### config.mk
export PLATFORM = sky130hd
export DESIGN_NAME = audio_level_meter
export DESIGN_NICKNAME = d
export VERILOG_FILES = /design/src/rtl/audio_level_meter.sv
export SDC_FILE = /design/constraint.sdc
export NUM_CORES = 1
export LEC_CHECK = 0
export CELL_PAD_IN_SITES_DETAIL_PLACEMENT = 1
export CELL_PAD_IN_SITES_GLOBAL_PLACEMENT = 1
export CORE_UTILIZATION = 46
export CTS_CLUSTER_DIAMETER = 120
export DETAILED_ROUTE_END_ITERATION = 10
export PLACE_DENSITY_LB_ADDON = 0.1
export SLEW_MARGIN = 20
export SYNTH_ARGS = -nofsm -noshare
export SYNTH_HDL_FRONTEND = slang
export SYNTH_SLANG_ARGS = --single-unit
### constraint.sdc
create_clock -name clk -period 6.4 [get_ports clk]
set_input_delay 1.6 -clock clk [delete_from_list [all_inputs] [get_ports clk]]
set_output_delay 1.6 -clock clk [all_outputs]
set_load 0.01 [all_outputs]
### src/rtl/audio_level_meter.sv
// Purpose: peak-reading level meter; turns signed PCM samples into an LED thermometer bar with a peak-hold dot.
// Latency: frame_tick in cycle N -> led_bar/level/peak_level/frame_done updated and visible in cycle N+2.
// Backpressure: none; every sample_valid cycle consumes sample_in, and back-to-back ticks pipeline in order.
//
// Ports:
//   clk, reset_bar      display clock, asynchronous active-low reset
//   sample_in           signed two's-complement sample, qualified by sample_valid
//   frame_tick          single-cycle pulse closing the current measurement frame
//   led_bar             bit i lit = segment i (bit 0 = bottom), bar plus peak dot
//   level, peak_level   lit segment count and peak-hold position (0 = no dot)
//   frame_done          one-cycle pulse coinciding with each display update
module audio_level_meter #(
  parameter int SAMPLE_W    = 16,
  parameter int NUM_LEDS    = 18,
  parameter int DECAY_SHIFT = 4,
  parameter int HOLD_FRAMES = 24
) (
  input  logic                clk,
  input  logic                reset_bar,
  input  logic [SAMPLE_W-1:0] sample_in,
  input  logic                sample_valid,
  input  logic                frame_tick,
  output logic [NUM_LEDS-1:0] led_bar,
  output logic [4:0]          level,
  output logic [4:0]          peak_level,
  output logic                frame_done
);

  localparam int MAG_W  = SAMPLE_W - 1;
  // Product must hold env * (NUM_LEDS+1); eight guard bits covers up to 255 segments.
  localparam int PROD_W = MAG_W + 8;
  localparam int HOLD_W = $clog2(HOLD_FRAMES + 1);

  logic [MAG_W-1:0]  frame_max;
  logic [MAG_W-1:0]  env;
  logic [HOLD_W-1:0] hold_cnt;
  logic              disp_upd;   // env was updated last cycle; refresh the display now

  logic [MAG_W-1:0]    mag;
  logic [MAG_W-1:0]    candidate;
  logic [MAG_W-1:0]    decay;
  logic [PROD_W-1:0]   prod;
  logic [PROD_W-1:0]   lvl_raw;
  logic [4:0]          lvl;
  logic [4:0]          peak_nxt;
  logic [HOLD_W-1:0]   hold_nxt;
  logic [NUM_LEDS-1:0] led_nxt;

  // Saturating magnitude. For a negative sample the low bits L give |x| = 2^MAG_W - L,
  // which is simply -L modulo 2^MAG_W; L == 0 is the most negative code and clips to full scale.
  always_comb begin
    mag = sample_in[MAG_W-1:0];
    if (sample_in[SAMPLE_W-1]) begin
      if (sample_in[MAG_W-1:0] == '0)
        mag = '1;
      else
        mag = '0 - sample_in[MAG_W-1:0];
    end
  end

  // A sample arriving together with frame_tick belongs to the closing frame.
  always_comb begin
    candidate = frame_max;
    if (sample_valid && (mag > frame_max))
      candidate = mag;
  end

  // Release step, forced to at least 1 so the envelope always drains to exactly 0.
  always_comb begin
    decay = env >> DECAY_SHIFT;
    if ((decay == '0) && (env != '0))
      decay = MAG_W'(1);
  end

  // Stage 1: frame accumulator and envelope.
  always_ff @(posedge clk or negedge reset_bar) begin
    if (!reset_bar) begin
      frame_max <= '0;
      env       <= '0;
      disp_upd  <= 1'b0;
    end else begin
      disp_upd <= frame_tick;
      if (frame_tick) begin
        frame_max <= '0;
        if (candidate > env)
          env <= candidate;
        else
          env <= env - decay;
      end else if (sample_valid) begin
        frame_max <= candidate;
      end
    end
  end

  // Stage 2 combinational: scale envelope to segments, run peak-hold, build the LED word.
  always_comb begin
    prod    = PROD_W'(env) * PROD_W'(NUM_LEDS + 1);
    lvl_raw = prod >> MAG_W;
    if (lvl_raw > PROD_W'(NUM_LEDS))
      lvl = 5'(NUM_LEDS);
    else
      lvl = 5'(lvl_raw);

    peak_nxt = peak_level;
    hold_nxt = hold_cnt;
    if (lvl >= peak_level) begin
      peak_nxt = lvl;
      hold_nxt = HOLD_W'(HOLD_FRAMES);
    end else if (hold_cnt != '0) begin
      hold_nxt = hold_cnt - HOLD_W'(1);
    end else if (peak_level != '0) begin
      peak_nxt = peak_level - 5'd1;
    end

    led_nxt = '0;
    for (int i = 0; i < NUM_LEDS; i++) begin
      if (i < int'(lvl))
        led_nxt[i] = 1'b1;
      if ((peak_nxt != '0) && (i == int'(peak_nxt) - 1))
        led_nxt[i] = 1'b1;
    end
  end

  // Stage 2 registers: outputs only move on a display update, so they stay stable between frame_done pulses.
  always_ff @(posedge clk or negedge reset_bar) begin
    if (!reset_bar) begin
      level      <= '0;
      peak_level <= '0;
      hold_cnt   <= '0;
      led_bar    <= '0;
      frame_done <= 1'b0;
    end else begin
      frame_done <= disp_upd;
      if (disp_upd) begin
        level      <= lvl;
        peak_level <= peak_nxt;
        hold_cnt   <= hold_nxt;
        led_bar    <= led_nxt;
      end
    end
  end

endmodule
==> results of run 1 <==
## worst paths after layout
path | startpoint | to | slack, ns | cells past startpoint
setup reg to reg | env[5] | led_bar[6] | 0.47 | 21
max in group asynchronous | reset_bar | led_bar[4] | 4.35 | 2
min in group asynchronous | reset_bar | frame_max[3] | 1.46 | 2
setup / recovery | sample_in[1] | env[11] | -0.46 | 28
hold reg to reg | level[3] | level[3] | 0.49 | 2
hold / removal | level[3] | level[3] | 0.49 | 2
## cell usage after synthesis, types with 6 or more instances
cell type	n
inv_1	97
clkbuf_1	16
maj3_1	6
o21a_1	16
nor2b_1	20
dfrtp_1	65
nand4_1	14
a21o_1	15
nand3_1	18
o21ai_1	9
nor2_1	60
mux2i_1	19
a21oi_1	34
nand2b_1	7
a211oi_1	9
nor3_1	18
buf_2	6
ha_1	82
a31oi_1	11
mux2_2	19
or3_1	6
nand2_1	37
o31ai_1	10
o21ai_0	52
fa_1	11
## final cells by class
type	count	area (µm²)	share of cell area, %
repair buffers	141	1200	14.6
flip-flops and latches	65	1630	19.8
multi-input cells	561	4450	54.3
inverters	98	383	4.67
clock inverters	5	63.8	0.779
well taps	176	220	2.69
clock buffers	11	253	3.08
## metal layers
layer	share of wire, %	global-route usage [%]	up-vias
met5	0	0	-
met4	1.8	9.22	0
met3	4.5	4.28	38
met2	49	51.2	182
met1	45	40.7	3196
li1	-	-	2925
## kinds of logic after synthesis
kind of cell,after synthesis,synth area share (%)
AO/OA/AOI/OAI,207,21.6
XOR/XNOR,9,1.36
adder cells (fa/ha/maj),99,20.6
buffers and inverters,123,7.51
flip-flops,65,25.6
multiplexers,40,6.84
AND/OR/NAND/NOR,206,16.5
## metrics by stage
stage,hold WS [ns],instances
6_report,0.494,1057
5_1_grt,0.545,1057
4_1_cts,0.496,1049
3_5_place_dp,0.480,1022
3_3_place_gp,0.474,1022
2_1_floorplan,0.352,749
## state kept, by name, indices dropped and copies added (netlist names)
signal and count:
level 5, env 15, led_bar 18, disp_upd 1, frame_done 1, frame_max 15
hold_cnt 5, peak_level 5
## critical path: stages
cell,delay (ns)
buf_12,0.11
inv_12,0.04
ha_4,0.12
or3b_4,0.37
or4_4,0.46
nor4_4,0.36
buf_4,0.20
o21ai_0,0.09
o21ai_2,0.09
ha_1,0.18
nor2b_4,0.13
o21a_1,0.11
o21a_1,0.12
o211ai_1,0.10
a211o_1,0.34
a21oi_4,0.22
buf_4,0.21
mux2_2,0.38
ha_1,0.31
a21o_1,0.19
a21o_1,0.18
a21oi_1,0.22
nand2_1,0.17
o21ai_2,0.23
buf_6,0.17
buf_4,0.12
nand4_1,0.12
o311ai_2,0.13
## repair_timing
| item | 4_1_cts | 5_1_grt |
|---|---|---|
| setup endpoints to repair | 15 | 16 |
| resized for setup | 49 | 21 |
| gates cloned | 0 | 0 |
| hold buffers | 0 | 0 |
| pin swaps | 29 | 28 |
| buffers inserted | 11 | 10 |
==> results.sh, run 1 <==
export IMPL_die_x_um=120
export IMPL_min_path_type="reg -> reg"
export IMPL_grt_max_degree=66
export IMPL_die_h_um=120
export IMPL_cp_arrival_ns=7.09
export IMPL_rows=42
export IMPL_synth_ff_type="dfrtp_1"
export IMPL_utilization_pct=61.4
export IMPL_crit_path_end_kind="flop"
export IMPL_antenna_found_initial=0
export IMPL_syn_num_nets=862
export IMPL_max_slew_worst_pin_slew_ns=0.898
export IMPL_cts_num_sinks=65
export IMPL_root_buffer="clkbuf_16"
export IMPL_setup_ws_ns=-0.462
export IMPL_fin_worst_skew_ns=0.00930
export IMPL_fmax_mhz=146
export IMPL_num_vias=6341
export IMPL_max_cap_viol_count=0
export IMPL_hpwl_mm=15.2
export IMPL_hold_viol_final=0
export IMPL_rsz0062_at_grt="true"
export IMPL_yosys_area_top_type="dfrtp_1"
export IMPL_cts_clk_slew_worst_paths_ns=0.06
export IMPL_clk_latency_ns=0.34
export IMPL_cts_path_max_buffers=2
export IMPL_crit_fanout=8
export IMPL_grt_ovfl_total=0
export IMPL_core_area_um2=13300
export IMPL_maxSlewViolCount=0
export IMPL_yosysSeqAreaShare_pct=25.6
export IMPL_viasPerCell=6.00
export IMPL_io_buffers=48
export IMPL_critPathRequiredTime_ns=6.63
export IMPL_pre_cts_slack_ns=-1.36
export IMPL_violations="setup timing"
export IMPL_synth_top_cell_area_share_pct=25.6
export IMPL_synth_avg_cell_area_um2=8.48
export IMPL_drcViolationCount=0
export IMPL_tritoncts="done"
export IMPL_final_common_cell="inv_1"
export IMPL_wl_per_cell_um=20.3
export IMPL_drt_pass1_iterations=5
export IMPL_synthTopCellsByArea="dfrtp_1 26%, ha_1 16%, inv_1 5.7%, o21ai_0 4.1%, nor2_1 3.5%"
export IMPL_yosysWarnings=0
export IMPL_placement_cell_area_um2=7580
export IMPL_setup_viol=15
export IMPL_synth_edf_count=0
export IMPL_grt_pass1_vias=6773
export IMPL_setup_tns_final_ns=-6.13
export IMPL_globalplace_congestion=0.894
export IMPL_synth_cells=749
export IMPL_worstSetupStartpointType="primary input"
export IMPL_n_antenna_cell=0
export IMPL_area_growth_pct=29.1
export IMPL_ys_ff_latch=65
export IMPL_wl_mm=21.4
export IMPL_cts_htree_levels=3
export IMPL_worstSetupPathType="in -> reg"
export IMPL_dieArea_um2=14300
export IMPL_fin_area_um2=8200
export IMPL_fillCellCount=1584
export IMPL_grt_pass1_wl_mm=34.4
export IMPL_synthArstFlopShare_pct=100
export IMPL_finalNetCount=989
export IMPL_grt_use_total_pct=30.5
export IMPL_drive_gt1_share_pct=21.2
export IMPL_relSlewSlack_pct=40.1
export IMPL_pin_count=49
export IMPL_final_cell_mix="94 x inv_1, 87 x buf_4, 77 x ha_1"
export IMPL_numCtsBuffers=9
export IMPL_synth_distinct_cells=71
export IMPL_outcome="finished, violations left"
export IMPL_min_period_ns=6.86
export IMPL_ant_nets=0
export IMPL_drt_iter0_drc=513
export IMPL_period_share_pct=107
export IMPL_netlist_area_um2=6350
export IMPL_start_util_pct=47.6
Power of run 1 is left out: the tool's default activity adds up to more than one toggle a clock period on the data nets, which glitch-free logic cannot reach.
==> run 2: changes to the inputs <==
--- a/config.mk
+++ b/config.mk
@@ -7,6 +7,7 @@
 export LEC_CHECK = 0
 export CELL_PAD_IN_SITES_DETAIL_PLACEMENT = 1
 export CELL_PAD_IN_SITES_GLOBAL_PLACEMENT = 1
+export CORE_MARGIN = 2
 export CORE_UTILIZATION = 46
 export CTS_CLUSTER_DIAMETER = 120
 export DETAILED_ROUTE_END_ITERATION = 10
==> run 2 against run 1 <==
  * The flow still finishes with violations (setup timing)
  * Cell count fell by 0.38%
  * Clock skew fell by 0.0021 ns
  * First-iteration DRC count down 8.8%
  * Core utilization decreased by 0.12 points
  * Critical path depth rose by 1
  * Clock-buffer cell count unchanged
  * Critical path type unchanged
  * Critical endpoint is now env[14]
  * Largest cell class unchanged
==> results.sh, run 2 (synthesis results as in run 1) <==
export IMPL_r2r_start="env[7]"
export IMPL_rows=42
export IMPL_critPathRequiredTime_ns=6.58
export IMPL_globalplace_congestion=0.871
export IMPL_wl_met2_mm=10.5
export IMPL_grt_max_degree=66
export IMPL_worstSetupStartpointType="primary input"
export IMPL_cp_arrival_ns=7.06
export IMPL_placement_cell_area_um2=7560
export IMPL_drcViolationCount=0
export IMPL_setup_ws_ns=-0.478
export IMPL_num_vias=6197
export IMPL_crit_top_cell="o21a_1"
export IMPL_n_antenna_cell=0
export IMPL_start_util_pct=47.6
export IMPL_violations="setup timing"
export IMPL_max_slew_worst_pin_slew_ns=0.912
export IMPL_hold_viol_final=0
export IMPL_crit_path_end_kind="flop"
export IMPL_hpwl_mm=15.4
export IMPL_final_cell_mix="94 x inv_1, 81 x buf_4, 77 x ha_1"
export IMPL_post_place_cells=1020
export IMPL_grt_ovfl_total=0
export IMPL_cts_path_max_buffers=2
export IMPL_drt_pass1_iterations=5
export IMPL_regMostFlops="led_bar"
export IMPL_period_share_pct=107
export IMPL_wl_met3_um=818
export IMPL_holdPathStages=2
export IMPL_wl_per_cell_um=20.1
export IMPL_ctsHoldBuffers=0
export IMPL_dieArea_um2=14800
export IMPL_crit_fanout=6
export IMPL_cts_htree_levels=3
export IMPL_rr_worst_depth=23
export IMPL_top_layer_used="met4"
export IMPL_met1_length_mm=9.59
export IMPL_outcome="finished, violations left"
export IMPL_r2r_slack_ns=0.31
export IMPL_finalNetCount=985
export IMPL_root_buffer="clkbuf_16"
export IMPL_fmax_mhz=145
export IMPL_tritoncts="done"
export IMPL_drt_iter0_drc=468
export IMPL_die_x_um=122
export IMPL_grt_pass1_vias=6724
export IMPL_setup_viol=15
export IMPL_fin_worst_skew_ns=0.00717
export IMPL_cts_num_sinks=65
export IMPL_min_period_ns=6.88
export IMPL_grt_pass1_wl_mm=34.2
export IMPL_core_area_um2=13300
export IMPL_rsz0062_at_grt="true"
export IMPL_largest_reg_flops=18
export IMPL_min_path_type="reg -> reg"
export IMPL_fillCellCount=1614
export IMPL_r2r_end="led_bar[6]"
export IMPL_relSlewSlack_pct=38.3
export IMPL_io_buffers=48
export IMPL_clk_latency_ns=0.34
export IMPL_pre_cts_slack_ns=-1.24
export IMPL_maxSlewViolCount=0
export IMPL_final_cells=1053
export IMPL_numCtsBuffers=9
export IMPL_final_common_cell="inv_1"
export IMPL_antenna_found_initial=0
export IMPL_wl_mm=21.2
export IMPL_fin_area_um2=8180
export IMPL_drive_gt1_share_pct=20.5
export IMPL_pin_count=49
export IMPL_slowest_stage="or4_4"
export IMPL_worstSetupPathType="in -> reg"
export IMPL_cts_clk_slew_worst_paths_ns=0.06
export IMPL_viasPerCell=5.89
export IMPL_max_cap_viol_count=0
export IMPL_cpPeakStageDelay_ns=0.46
export IMPL_hold_end="hold_cnt[1]"
export IMPL_ant_nets=0
export IMPL_min_from="hold_cnt[1]"
export IMPL_grt_use_total_pct=29.1
export IMPL_top_regs="led_bar (18), env (15), frame_max (15)"
export IMPL_area_growth_pct=28.8
export IMPL_regArea_um2=1630
export IMPL_multi_input_area_um2=4440
export IMPL_die_h_um=122
-- run 2: changes by cell type in the layout (fill, tap and decap cells not counted), sizes merged --
cell	before	now
bufinv	1	2
o21a	17	18
clkinv	3	0
buf	99	93
inv	98	100
clkdlybuf4s15	1	2
-- run 2: per-layer routing --
metal	track usage [%]	vias to the layer above
met1	38.3	3102
met4	7.76	0
met3	4.18	28
li1	-	2919
met5	0	-
met2	50.2	148
-- run 2: through the flow --
step | hold WS (ns) | setup TNS [ns] | util (%)
after floorplan | 0.352 | -6.35 | -
after global placement | 0.475 | -14.00 | 56.7
after global routing | 0.541 | -9.68 | 61.3
final | 0.508 | -6.35 | 61.3
after detailed placement | 0.504 | -17.16 | 56.7
after CTS | 0.517 | -4.55 | 60.4
-- run 2: area by class of cell --
cell class,instances,share of cell area [%]
inverters,98,4.68
multi-input cells,562,54.3
clock inverters,5,1.04
flip-flops and latches,65,19.9
clock buffers,11,3.09
repair buffers,136,14.4
well taps,176,2.69
-- run 2: worst max path at each step --
stage,startpoint,end,slack (ns)
detailed placement,sample_in[1],env[0],-1.24
floorplan,sample_in[1],env[3],-0.48
global route,sample_in[0],env[6],-0.69
CTS,sample_in[0],env[14],-0.35
global placement,sample_in[1],env[0],-1.00
finish,sample_in[0],env[14],-0.48
-- run 2: timing repair --
action                     in CTS  in global routing
resized for setup              46                 19
pin swaps                      29                 25
gates cloned                    1                  0
setup endpoints to repair      15                 16
setup buffers                   8                  8
-- run 2: critical path: cells and delay by family --
kind                     cells  cell delay [ns]
buffers and inverters        6             0.73
AND/OR/NAND/NOR              5             1.43
adder cells (fa/ha/maj)      3             0.54
multiplexers                 2             0.47
AO/OA/AOI/OAI               13             2.30
Power of run 2 is left out for the same reason.
